<file path="config.mk">
export PLATFORM = sky130hd
export DESIGN_NAME = datagate_mc
export DESIGN_NICKNAME = d
export VERILOG_FILES = /design/src/rtl/datagate_mc.sv
export SDC_FILE = /design/constraint.sdc
export NUM_CORES = 1
export LEC_CHECK = 0
export BUFFER_PORTS_ARGS = -buffer_cell sky130_fd_sc_hd__buf_2
export CELL_PAD_IN_SITES_DETAIL_PLACEMENT = 1
export CELL_PAD_IN_SITES_GLOBAL_PLACEMENT = 2
export CORE_MARGIN = 2
export CORE_UTILIZATION = 33
export CTS_CLUSTER_SIZE = 16
export DETAILED_ROUTE_END_ITERATION = 8
export GPL_ROUTABILITY_DRIVEN = 0
export MAX_ROUTING_LAYER = met4
export PLACE_DENSITY_LB_ADDON = 0.2
export SYNTH_ARGS = -nofsm -noshare
export SYNTH_HDL_FRONTEND = slang
export SYNTH_SLANG_ARGS = --single-unit
</file>
<file path="constraint.sdc">
create_clock -name clk -period 8.65 [get_ports clk]
set_clock_uncertainty 0.1 [all_clocks]
set_input_delay 1.2975 -clock clk [delete_from_list [all_inputs] [get_ports clk]]
set_output_delay 1.2975 -clock clk [all_outputs]
set_load 0.03 [all_outputs]
</file>
<file path="src/rtl/datagate_mc.sv">
// Multi-channel data gate: each channel drives a quiet value once it has seen
// no valid data for a run-time programmable number of cycles.
module datagate_mc #(
  parameter int unsigned DW = 32,
  parameter int unsigned N  = 4,
  parameter int unsigned CW = 4
) (
  input  logic            clk,
  input  logic            reset,
  input  logic [N-1:0]    en,
  input  logic [N*DW-1:0] din,
  input  logic [CW-1:0]   cfg_hold,
  input  logic            cfg_mode,
  input  logic            bypass,
  output logic [N*DW-1:0] dout,
  output logic [N-1:0]    open,
  output logic            idle
);

  logic [N-1:0][CW-1:0] cnt_q, cnt_d;
  logic [N-1:0][DW-1:0] last_q, last_d;
  logic                 idle_q, idle_d;
  logic [N-1:0]         open_c;
  logic [N*DW-1:0]      dout_c;

  always_comb begin
    cnt_d  = cnt_q;
    last_d = last_q;
    open_c = '0;
    dout_c = '0;
    for (int unsigned i = 0; i < N; i++) begin
      open_c[i] = bypass | en[i] | (cnt_q[i] != '0);
      // Bypass never touches the counter; only qualified data is remembered.
      if (en[i]) begin
        cnt_d[i]  = cfg_hold;
        last_d[i] = din[i*DW +: DW];
      end else if (cnt_q[i] != '0) begin
        cnt_d[i] = cnt_q[i] - 1'b1;
      end
      if (open_c[i]) begin
        dout_c[i*DW +: DW] = din[i*DW +: DW];
      end else if (cfg_mode) begin
        dout_c[i*DW +: DW] = last_q[i];
      end
    end
    idle_d = ~|open_c;
  end

  always_ff @(posedge clk or posedge reset) begin
    if (reset) begin
      cnt_q  <= '0;
      last_q <= '0;
      idle_q <= 1'b1;
    end else begin
      cnt_q  <= cnt_d;
      last_q <= last_d;
      idle_q <= idle_d;
    end
  end

  assign open = open_c;
  assign dout = dout_c;
  assign idle = idle_q;

endmodule
</file>
After elaboration in Yosys (flattened, before gate mapping)
Index checks and enable logic that the tools add are counted.
- add/sub/neg operators: 4
- multiplexer cells: 16
- bitwise gates (word level): 8
- reduce and logical (&&, ||, !) cells: 10
- operators by type and width (cell ; count):
    32-bit 2-to-1 mux ; 8
    4-bit 2-to-1 mux ; 8
    4-bit nonzero test ; 4
    4-bit by 1-bit subtractor with 4-bit output, second input constant ; 4
    1-bit OR ; 8
    2-bit nonzero test ; 4
    4-bit OR reduction ; 1
    1-bit logical NOT ; 1
- bits in registers: 145
- input bits: 140
- output and inout bits: 133
- word-level logic and storage cells: 47

Logic depth before layout (Yosys ltp)
- word-level depth: 4
- mapped depth: 7

Worst setup path before layout
No wires, ideal clock.
- path kind: input to output
- start point: in en[1]
- end point: out dout[54]
- data arrival time: 2.862 ns
- setup slack: 4.390 ns
- stages on the path: 5
- cell sequence: or4b_1 -> or2_1 -> clkbuf_1 -> buf_2 -> o21ai_1
- word-level cells in the longest chain between the ends: 3
- RTL lines (item ; RTL line ; source):
    start, declared ; 10 ; input logic [N-1:0] en,
    1-bit OR (2 in a row) ; 32 ; open_c[i] = bypass | en[i] | (cnt_q[i] != '0);
    net open[1] ; 16 ; output logic [N-1:0] open,
    32-bit 2-to-1 mux ; 40 ; if (open_c[i]) begin
    end, declared ; 15 ; output logic [N*DW-1:0] dout,
The timed path passes the listed nets, and every way through them passes these cells.

Worst setup path after layout
- start point: in en[1]
- end point: out dout[63]
- word-level cells in the longest chain between the ends: 3
- RTL lines (item ; RTL line):
    1-bit OR (2 in a row) ; 32
    32-bit 2-to-1 mux ; 40
No other way between the ends.

==> impl_metrics.toml <==
[sta]
hold_slack_ns = 0.4054
slew_headroom_pct = 25.11
setup_slack_ns = 2.839
finalMaxSlewViolations = 0
finalSetupTns_ns = 0
fmax_ghz = 0.1721
finalSetupViolCount = 0
worst_pin_slew_ns = 1.123
post-route-period-util_pct = 67.18
hold_viol = 0
period_needed_ns = 5.811
rsz0062_at_grt = "false"

[clock_tree]
path_clk_slew_ns = 0.06
cts.sinks = 145
numCtsBuffers = 17
cts_buffer_depth = 2
cts_resized = 0
post_cts_buffers = 0
cts_hold_buf = 0
insertion_delay_ns = 0.42
cts-root-buf = "clkbuf_16"
htreeDepth = 4
cts_tree = "yes"

[global_route]
grt_max_degree = 90
grt.overflow.total = 0
grt_util_all_layers_pct = 18.24
grt_pass1_wl_mm = 36.57
antenna_found_initial = 3
grt_pass1_vias = 6892

[cells_and_area]
nets = 1188
design_area_mm2 = 0.01011
drive_gt1_share_pct = 42.26
seqCellArea_mm2 = 0.003630
fillers = 2788
multi_input_area_mm2 = 0.003765
syn_to_final_growth_pct = 26.77

[power_and_ir_drop]
p_switching_mw = 0.6288
power_frac_comb_pct = 23.2
swShare_pct = 30.95
p_int_mw = 1.403
ir_worst_vdd_mv = 0.1212
seqPwrFrac_pct = 39.4
report.power.total_mw = 2.032
p_leak_nw = 5.245
pwr-share-clk_pct = 37.4
p_per_area_mw_per_mm2 = 201.1

[routing]
via_per_inst = 4.787
dr.pass1.iters = 4
drc = 0
routed_wl_mm = 22.10
wire_per_inst_um = 16.07
drt-initial-drc-count = 278
detail-route-antenna-nets = 0
route.vias.total = 6582

[setup_path]
regToRegSetupSlack_ns = 6.07
rr_worst_depth = 5
cp.arrival_ns = 4.41
cp_max_fo = 40
critPathKind = "primary input to output port"
r2r_start = "cnt_q[0]"
endpoint_kind = "output port"
cp-start-kind = "primary input"
rr_endpoint = "idle"
startpoint = "en[1]"
critPathCapture = "dout[63]"
required_ns = 7.25

[min_path]
min-delay-start = "last_q[28]"
hp-class = "flip-flop to flip-flop"

[die]
rows = 56
die-area_mm2 = 0.02542
pin_count = 273
core_mm2 = 0.02361
die_h_um = 159.4
start_util_pct = 33.76
die_w_um = 159.4

[synthesis]
syn_nets = 950
netlist_area_mm2 = 0.007973
synth_most_common_cell = "dfrtp_1"
synth_flop_cell = "dfrtp_1"
syn_avg_cell_area_um2 = 9.941
synth-seq-cells = 145
synth.yosys.seq_area_share_pct = 45.53
synth_edf_count = 0
synthCells = 802
synthTopCellsByCount = "dfrtp_1, nand2_1, mux2_2"
synth_cell_types = 28
synth_area_leaders = "dfrtp_1, mux2_2, mux2i_1, nand2_1, o21ai_0"
synth.top_cell.area_share_pct = 45.20
yosysWarnings = 0
yosysTopAreaCell = "dfrtp_1"
async_flop_share_pct = 100.0

[place]
pre_cts_slack_ns = 2.786
io_buffers = 272
dpl.hpwl_mm = 14.80
placed_area_mm2 = 0.009504

[outcome]
status = "complete, no violations"

[run]
drv_cap = 0
==> logic make-up after synthesis <==
logic type               after synthesis  share of synthesized area, %
multiplexers                         202                         27.40
AND/OR/NAND/NOR                      165                         8.930
flip-flops                           145                         45.53
AO/OA/AOI/OAI                        142                         9.165
buffers and inverters                136                         7.282
adder cells (fa/ha/maj)                8                         1.256
XOR/XNOR                               4                        0.4394
==> flip-flops by register name, indices dropped and copies added (netlist names) <==
signal / cells
cnt_q: 16
idle: 1
last_q: 128
==> final cells by class <==
cell class                      instances  area share [%]
Antenna cell                            3         0.07428
Sequential cell                       145           35.91
Tap cell                              319           3.949
Multi-Input combinational cell        521           37.25
Clock buffer                           21           4.358
Inverter                               75           2.835
Timing Repair Buffer                  280           14.09
Clock inverter                         11           1.535
==> worst min path at each step <==
| stage | end | slack (ns) | depth (start not counted) |
|---|---|---|---|
| floorplan | last_q[32] | 0.38 | 1 |
| global placement | last_q[113] | 0.39 | 1 |
| detailed placement | last_q[110] | 0.40 | 1 |
| CTS | last_q[27] | 0.41 | 1 |
| global route | last_q[77] | 0.42 | 1 |
| finish | last_q[28] | 0.41 | 1 |
==> routing by layer <==
layer,vias to the layer above,part of all wire [%],track usage (%)
met5,-,0,-
met4,0,1.5,4.959
met3,20,4.5,3.985
met2,166,48,29.70
met1,3220,46,22.98
li1,3176,-,-
==> metrics by stage <==
| stage | util (%) | cells |
|---|---|---|
| finish | 42.80 | 1375 |
| global route | 42.80 | 1375 |
| CTS | 42.77 | 1372 |
| detailed placement | 40.25 | 1340 |
| global placement | 40.25 | 1340 |
| floorplan | - | 802 |
==> cells in the final DEF (no fill, tap or decap) <==
cell type and instances:
buf_2 271, dfrtp_1 144, nand2_1 134, mux2_2 130
o21ai_0 76, inv_1 74, mux2i_1 72, o21ai_1 58
clkbuf_16 17, buf_4 9, nor3_1 8, ha_1 8
inv_6 4, nor3b_1 4, a221o_1 4, xnor2_1 4
nor2b_1 4, a21oi_1 4, clkbuf_1 4, clkinvlp_4 4
diode_2 3, bufinv_16 3, or3b_4 2, or3_2 2
or4b_1 2, or2_1 2, nor2_1 2, and2_1 2
nor4_2 1, nand2b_1 1, or2b_1 1, clkinv_4 1
dfstp_2 1
==> critical path, cell delays in order <==
cell     delay, ns
buf_2         0.67
or4b_1        0.98
or2_1         0.91
o21ai_0       0.26
buf_2         0.24
==> power by group through the flow <==
stage / logic, mW / clock network [mW] / registers [mW]
6_report: 0.471 / 0.759 / 0.802
5_1_grt: 0.523 / 0.815 / 0.813
4_1_cts: 0.481 / 0.786 / 0.803
3_5_place_dp: 0.480 / 0 / 0.814
3_3_place_gp: 0.472 / 0 / 0.810
2_1_floorplan: 0.345 / 0 / 0.802
Power figures use the tool's default switching activity.
